===== config.mk =====
export PLATFORM = sky130hd
export DESIGN_NAME = lut_cfg_loader
export DESIGN_NICKNAME = d
export VERILOG_FILES = /design/src/rtl/lut_pkg.sv /design/src/rtl/lut_cfg_mem.sv /design/src/rtl/lut_cfg_loader.sv
export SDC_FILE = /design/constraint.sdc
export NUM_CORES = 1
export LEC_CHECK = 0
export BUFFER_PORTS_ARGS = -buffer_cell sky130_fd_sc_hd__buf_2
export CORE_ASPECT_RATIO = 0.9
export CORE_MARGIN = 10
export CORE_UTILIZATION = 37
export DETAILED_ROUTE_END_ITERATION = 6
export PLACE_DENSITY = 0.51
export SYNTH_ARGS = -nofsm -noshare
export SYNTH_HDL_FRONTEND = slang
export SYNTH_SLANG_ARGS = --single-unit

===== constraint.sdc =====
create_clock -name clock -period 2.05 [get_ports clock]
set_clock_uncertainty 0.1 [all_clocks]
set_input_delay 0.1025 -clock clock [delete_from_list [all_inputs] [get_ports clock]]
set_output_delay 0.1025 -clock clock [all_outputs]
set_load 0.05 [all_outputs]

===== src/rtl/lut_pkg.sv =====
// Shared types and sizing helpers for the LUT configuration loader.
// The loader FSM walks IDLE -> LOAD -> RUN; DEPTH is always a power of two.
package lut_pkg;

    typedef enum logic [1:0] {
        IDLE = 2'd0,
        LOAD = 2'd1,
        RUN  = 2'd2
    } lut_cfg_state_e;

    function automatic int lut_depth(input int control_width);
        return 1 << control_width;
    endfunction

endpackage


===== src/rtl/lut_cfg_mem.sv =====
// LUT storage: DEPTH x DATA_WIDTH register array, one synchronous write port
// and one combinational read port. Contents are deliberately never reset.
module lut_cfg_mem
    import lut_pkg::*;
#(
    parameter int DATA_WIDTH    = 4,
    parameter int CONTROL_WIDTH = 4
) (
    input  logic                     clock,
    input  logic                     wr_en,
    input  logic [CONTROL_WIDTH-1:0] wr_addr,
    input  logic [DATA_WIDTH-1:0]    wr_data,
    input  logic [CONTROL_WIDTH-1:0] rd_addr,
    output logic [DATA_WIDTH-1:0]    rd_data
);

    localparam int DEPTH = lut_depth(CONTROL_WIDTH);

    logic [DATA_WIDTH-1:0] mem [DEPTH];

    always_ff @(posedge clock) begin
        if (wr_en) begin
            mem[wr_addr] <= wr_data;
        end
    end

    assign rd_data = mem[rd_addr];

endmodule


===== src/rtl/lut_cfg_loader.sv =====
// Loads a DEPTH-entry LUT from a valid/ready config stream, then serves
// registered lookups (select + entry) to a downstream mux tree.
module lut_cfg_loader
    import lut_pkg::*;
#(
    parameter int DATA_WIDTH    = 4,
    parameter int CONTROL_WIDTH = 4
) (
    input  logic                     clock,
    input  logic                     reset,
    input  logic                     cfg_start,
    input  logic                     cfg_valid,
    input  logic [DATA_WIDTH-1:0]    cfg_data,
    output logic                     cfg_ready,
    input  logic                     sel_valid,
    input  logic [CONTROL_WIDTH-1:0] sel_in,
    output logic [CONTROL_WIDTH-1:0] S,
    output logic [DATA_WIDTH-1:0]    data_out,
    output logic                     out_valid,
    output logic [CONTROL_WIDTH-1:0] load_addr,
    output logic                     loaded
);

    lut_cfg_state_e state, state_next;

    logic [CONTROL_WIDTH-1:0] addr_p0;
    logic                     loaded_p0;
    logic                     wr_en;
    logic                     last_word;
    logic                     lookup;
    logic [DATA_WIDTH-1:0]    rd_data;

    logic [CONTROL_WIDTH-1:0] sel_p1;
    logic [DATA_WIDTH-1:0]    data_p1;
    logic                     vld_p1;

    // cfg_start always wins: it discards a coincident config word or lookup.
    assign cfg_ready = (state == LOAD);
    assign wr_en     = cfg_ready && cfg_valid && !cfg_start;
    assign last_word = wr_en && (addr_p0 == '1);
    assign lookup    = (state == RUN) && sel_valid && !cfg_start;

    always_comb begin
        state_next = state;
        case (state)
            IDLE:    if (cfg_start) state_next = LOAD;
            LOAD:    if (cfg_start) state_next = LOAD;
                     else if (last_word) state_next = RUN;
            RUN:     if (cfg_start) state_next = LOAD;
            default: state_next = IDLE;
        endcase
    end

    // ---- stage p0: control state, write address, loaded flag ----
    always_ff @(posedge clock or posedge reset) begin
        if (reset) begin
            state     <= IDLE;
            addr_p0   <= '0;
            loaded_p0 <= 1'b0;
        end else begin
            state <= state_next;
            if (cfg_start) begin
                addr_p0   <= '0;
                loaded_p0 <= 1'b0;
            end else if (wr_en) begin
                addr_p0 <= addr_p0 + CONTROL_WIDTH'(1);
                if (last_word) begin
                    loaded_p0 <= 1'b1;
                end
            end
        end
    end

    lut_cfg_mem #(
        .DATA_WIDTH    (DATA_WIDTH),
        .CONTROL_WIDTH (CONTROL_WIDTH)
    ) u_mem (
        .clock   (clock),
        .wr_en   (wr_en),
        .wr_addr (addr_p0),
        .wr_data (cfg_data),
        .rd_addr (sel_in),
        .rd_data (rd_data)
    );

    // ---- stage p1: registered lookup result, held while idle ----
    always_ff @(posedge clock or posedge reset) begin
        if (reset) begin
            sel_p1  <= '0;
            data_p1 <= '0;
            vld_p1  <= 1'b0;
        end else begin
            vld_p1 <= lookup;
            if (lookup) begin
                sel_p1  <= sel_in;
                data_p1 <= rd_data;
            end
        end
    end

    assign S         = sel_p1;
    assign data_out  = data_p1;
    assign out_valid = vld_p1;
    assign load_addr = addr_p0;
    assign loaded    = loaded_p0;

endmodule

==> metrics.md <==
| Metric | Value |
|---|---|
| DRC | `0` |
| Final design area excluding fillers | `3890 µm²` |
| Hold path cells | `3` |
| Worst-path maximum fanout | `9` |
| TritonCTS Buffers | `9` |
| Clk Tree Root Cell | `clkbuf_8` |
| FP Rows | `32` |
| Slack of the worst reg-to-reg path | `240 ps` |
| Initial Util | `38.2%` |
| CP max stage delay | `about 530 ps` |
| First-pass GRT wire length | `10700 µm` |
| Clock Latency Late Sink | `350 ps` |
| PortBufs | `27` |
| Yosys top cell area share | `58.1%` |
| RSZ-0062 raised after global routing | `no` |
| DRT Pass-1 Iters | `4` |
| Slew Limit Fails | `0` |
| Top cells by area, synth | `edfxtp_1 58%, dfrtp_1 12%, mux4_1 12%, nand2_1 2.5%, nor2_1 2.3%` |
| Arr. time, crit path | `1740 ps` |
| Fillers | `about 800` |
| Combinational fraction of design power | `5.8%` |
| Post-layout util | `around 45%` |
| Yosys top cell by area | `edfxtp_1` |
| Hold/Removal Path Class | `in2reg` |
| Die Ht | `110 µm` |
| Worst setup SP type | `input port` |
| Critical path class | `in2reg` |
| Post-route clock period utilization | `90.0%` |
| Die width | `120 µm` |
| Final Power | `~3400 µW` |
| TNS Setup | `0 ps` |
| Mean Syn Cell Area | `roughly 17 µm²` |
| # clock sinks | `80` |
| Total track usage | `between 10% and 20%` |
| 1st-iter DRT viols | `85` |
| Register Area | `2320 µm²` |
| Vias per cell | `4.87` |
| Worst-path clk slew | `80 ps` |
| Max Fclk | `542 MHz` |
| Switching power total | `713 µW` |
| Congestion Overflow GR | `0` |
| Critical Path End Type | `register` |
| Worst slew pin tran | `715 ps` |
| Post-DP HPWL | `around 4700 µm` |
| Number of synthesized register bits | `80` |
| Post-Synthesis Cells | `194` |
| Crit path required time | `1940 ps` |
| Worst reg2reg startpoint | `state[1]` |
| CP Cell Sequence | `dlygate4sd3_1 > buf_2 > and4bb_2 > nand2_1 > nor2_1` |
| Warnings from Yosys | `0` |
| Netlist cell types | `35` |
| PnR worst setup slack | `206 ps` |
| Post-Syn Area | `3310 µm²` |
| Post-DP Area | `3610 µm²` |
| Worst r2r dst | `u_mem.mem[15][2]` |
| Slowest library cell on the worst path | `dlygate4sd3_1` |
| Hold Violations, Final | `0` |
| Reg2reg path depth | `3` |
| Share of power burned in registers | `52.9%` |
| Worst vdd ir | `0.447 mV` |
| Dpl ws | `248 ps` |
| Net Sw Frac | `21.2%` |
| Post-CTS setup buffer count | `0` |
| Vias | `~1700` |
| Post-synthesis sequential area ratio | `70.2%` |
| PD cells | `867 nW/µm²` |
| Multi-input logic area | `897 µm²` |
| N_diodes | `0` |
| Drt wl/cell | `18.6 µm` |
| Max-cap violations | `0` |
| Die Area | `13100 µm²` |
| Max H-tree Level | `3` |
| P_leak | `0.00149 µW` |
| Final WL | `6690 µm` |
| Area growth, synth to finish | `17.6%` |
| Vias in the first global route | `1854` |
| Final min period | `1840 ps` |
| Boundary Pins | `28` |
| Layout cell share with drive strength beyond 1 | `about a quarter` |
| Core area | `8650 µm²` |
| Clock group share of total power | `between 40% and 50%` |
| Status | `completed` |
| Largest net degree at the start of global routing | `18` |
| CTS tree | `yes` |
| Layout Nets | `approximately 250` |
| Final setup violation count | `0` |
| Worst-case clock buffer depth | `2` |
| Placer Congestion | `0.742` |
| Relative slew slack | `a little over half` |
| Post-DRT Antenna Nets | `0` |
| Min-delay src | `sel_in[3]` |
| WHS Endpoint | `S[3]` |
| Internal Power | `2650 µW` |
| Antenna violations before repair | `0` |
| Syn nets | `around 210` |
## cell families (layout without fill, tap and decap cells)
kind of cell | Yosys count | in the layout | share of synthesized area (%)
buf+inv | 16 | 62 | 2.61
mux | 20 | 20 | 14.0
fa+ha+maj | 4 | 4 | 1.51
compound gates | 9 | 9 | 1.85
simple gates | 62 | 62 | 8.93
xor+xnor | 3 | 3 | 0.795
flops | 80 | 80 | 70.2
## cell usage in the layout, fill, tap and decap left out, types with 2 or more instances in the layout
master	instances
nor2_1	20
bufinv_16	3
dfrtp_1	16
a22oi_1	3
nor3_1	5
edfxtp_1	64
nand3_2	2
buf_4	9
nand2_1	22
nand2b_1	2
xor2_1	2
nand3_1	4
mux4_1	15
ha_1	4
nand4_1	2
dlygate4sd3_1	3
clkbuf_8	9
inv_1	5
mux2_2	2
a21oi_1	2
buf_2	27
clkinvlp_4	2
## cells in the mapped netlist (all sizes together)
| cell | count |
|---|---|
| dfrtp | 16 |
| o22ai | 1 |
| nand2 | 22 |
| mux2i | 1 |
| xnor2 | 1 |
| mux4 | 16 |
| o211ai | 1 |
| clkbuf | 4 |
| nand4bb | 1 |
| nand2b | 2 |
| mux2 | 3 |
| and3b | 1 |
| ha | 4 |
| and4bb | 1 |
| edfxtp | 64 |
| a21o | 1 |
| nor2 | 20 |
| a22oi | 3 |
| nand3 | 6 |
| nor3 | 5 |
| o21a | 1 |
| nand3b | 1 |
| nand4 | 2 |
| buf | 6 |
| nor3b | 1 |
| inv | 6 |
| a21oi | 2 |
| xor2 | 2 |
## critical path: cells and delay by family
family / cells / cell delay, ps
buffers and inverters: 2 / 710
and+or+nand+nor: 3 / 930
## timing repair
action,4_1_cts,5_1_grt
hold buffers,3,0
gates resized for setup,0,0
hold endpoints to repair,23,0
## metal layers
| metal | share of wire, % | global-route usage (%) | vias to the layer above |
|---|---|---|---|
| li1 | - | - | 827 |
| met1 | 47 | 13.8 | 879 |
| met2 | 48 | 17.3 | 38 |
| met3 | 5.0 | 3.79 | 5 |
| met4 | 0.67 | 3.10 | 0 |
| met5 | 0 | 0 | - |
## flip-flops by register name (all words and copies together) (netlist names)
name and cells:
u_mem.mem 64, load_addr 4, S 4, state 2, out_valid 1, data_out 4
loaded 1
## through the flow
stage / instances / hold WS (ps)
after floorplan: 194 / -83.8
after global routing: 359 / 46.7
final: 359 / 44.9
after global placement: 340 / 153
after detailed placement: 340 / 165
after CTS: 359 / 29.4
## power groups by stage
| stage | Sequential (µW) | Clock [µW] | Combinational (µW) |
|---|---|---|---|
| floorplan | 1830 | 0 | 109 |
| global placement | 1820 | 0 | 197 |
| detailed placement | 1820 | 0 | 195 |
| CTS | 1780 | 1420 | 200 |
| global route | 1780 | 1500 | 212 |
| finish | 1780 | 1390 | 195 |
## final cells by class
class	count	area share, %
Inverter	6	0.580
Clock inverter	7	3.06
Sequential cell	80	59.8
Multi-Input combinational cell	98	23.1
Clock buffer	9	3.19
Tap cell	119	3.83
Timing Repair Buffer	40	6.50
## how the worst max path moves through the flow
stage,start,endpoint,slack (ps)
floorplan,load_addr[0],u_mem.mem[3][0],200
global placement,state[1],u_mem.mem[15][3],290
detailed placement,state[1],u_mem.mem[15][0],250
CTS,cfg_start,u_mem.mem[15][2],200
global route,state[1],u_mem.mem[15][2],90
finish,cfg_start,u_mem.mem[15][2],210
No activity file was read; power rests on OpenSTA's default activity.
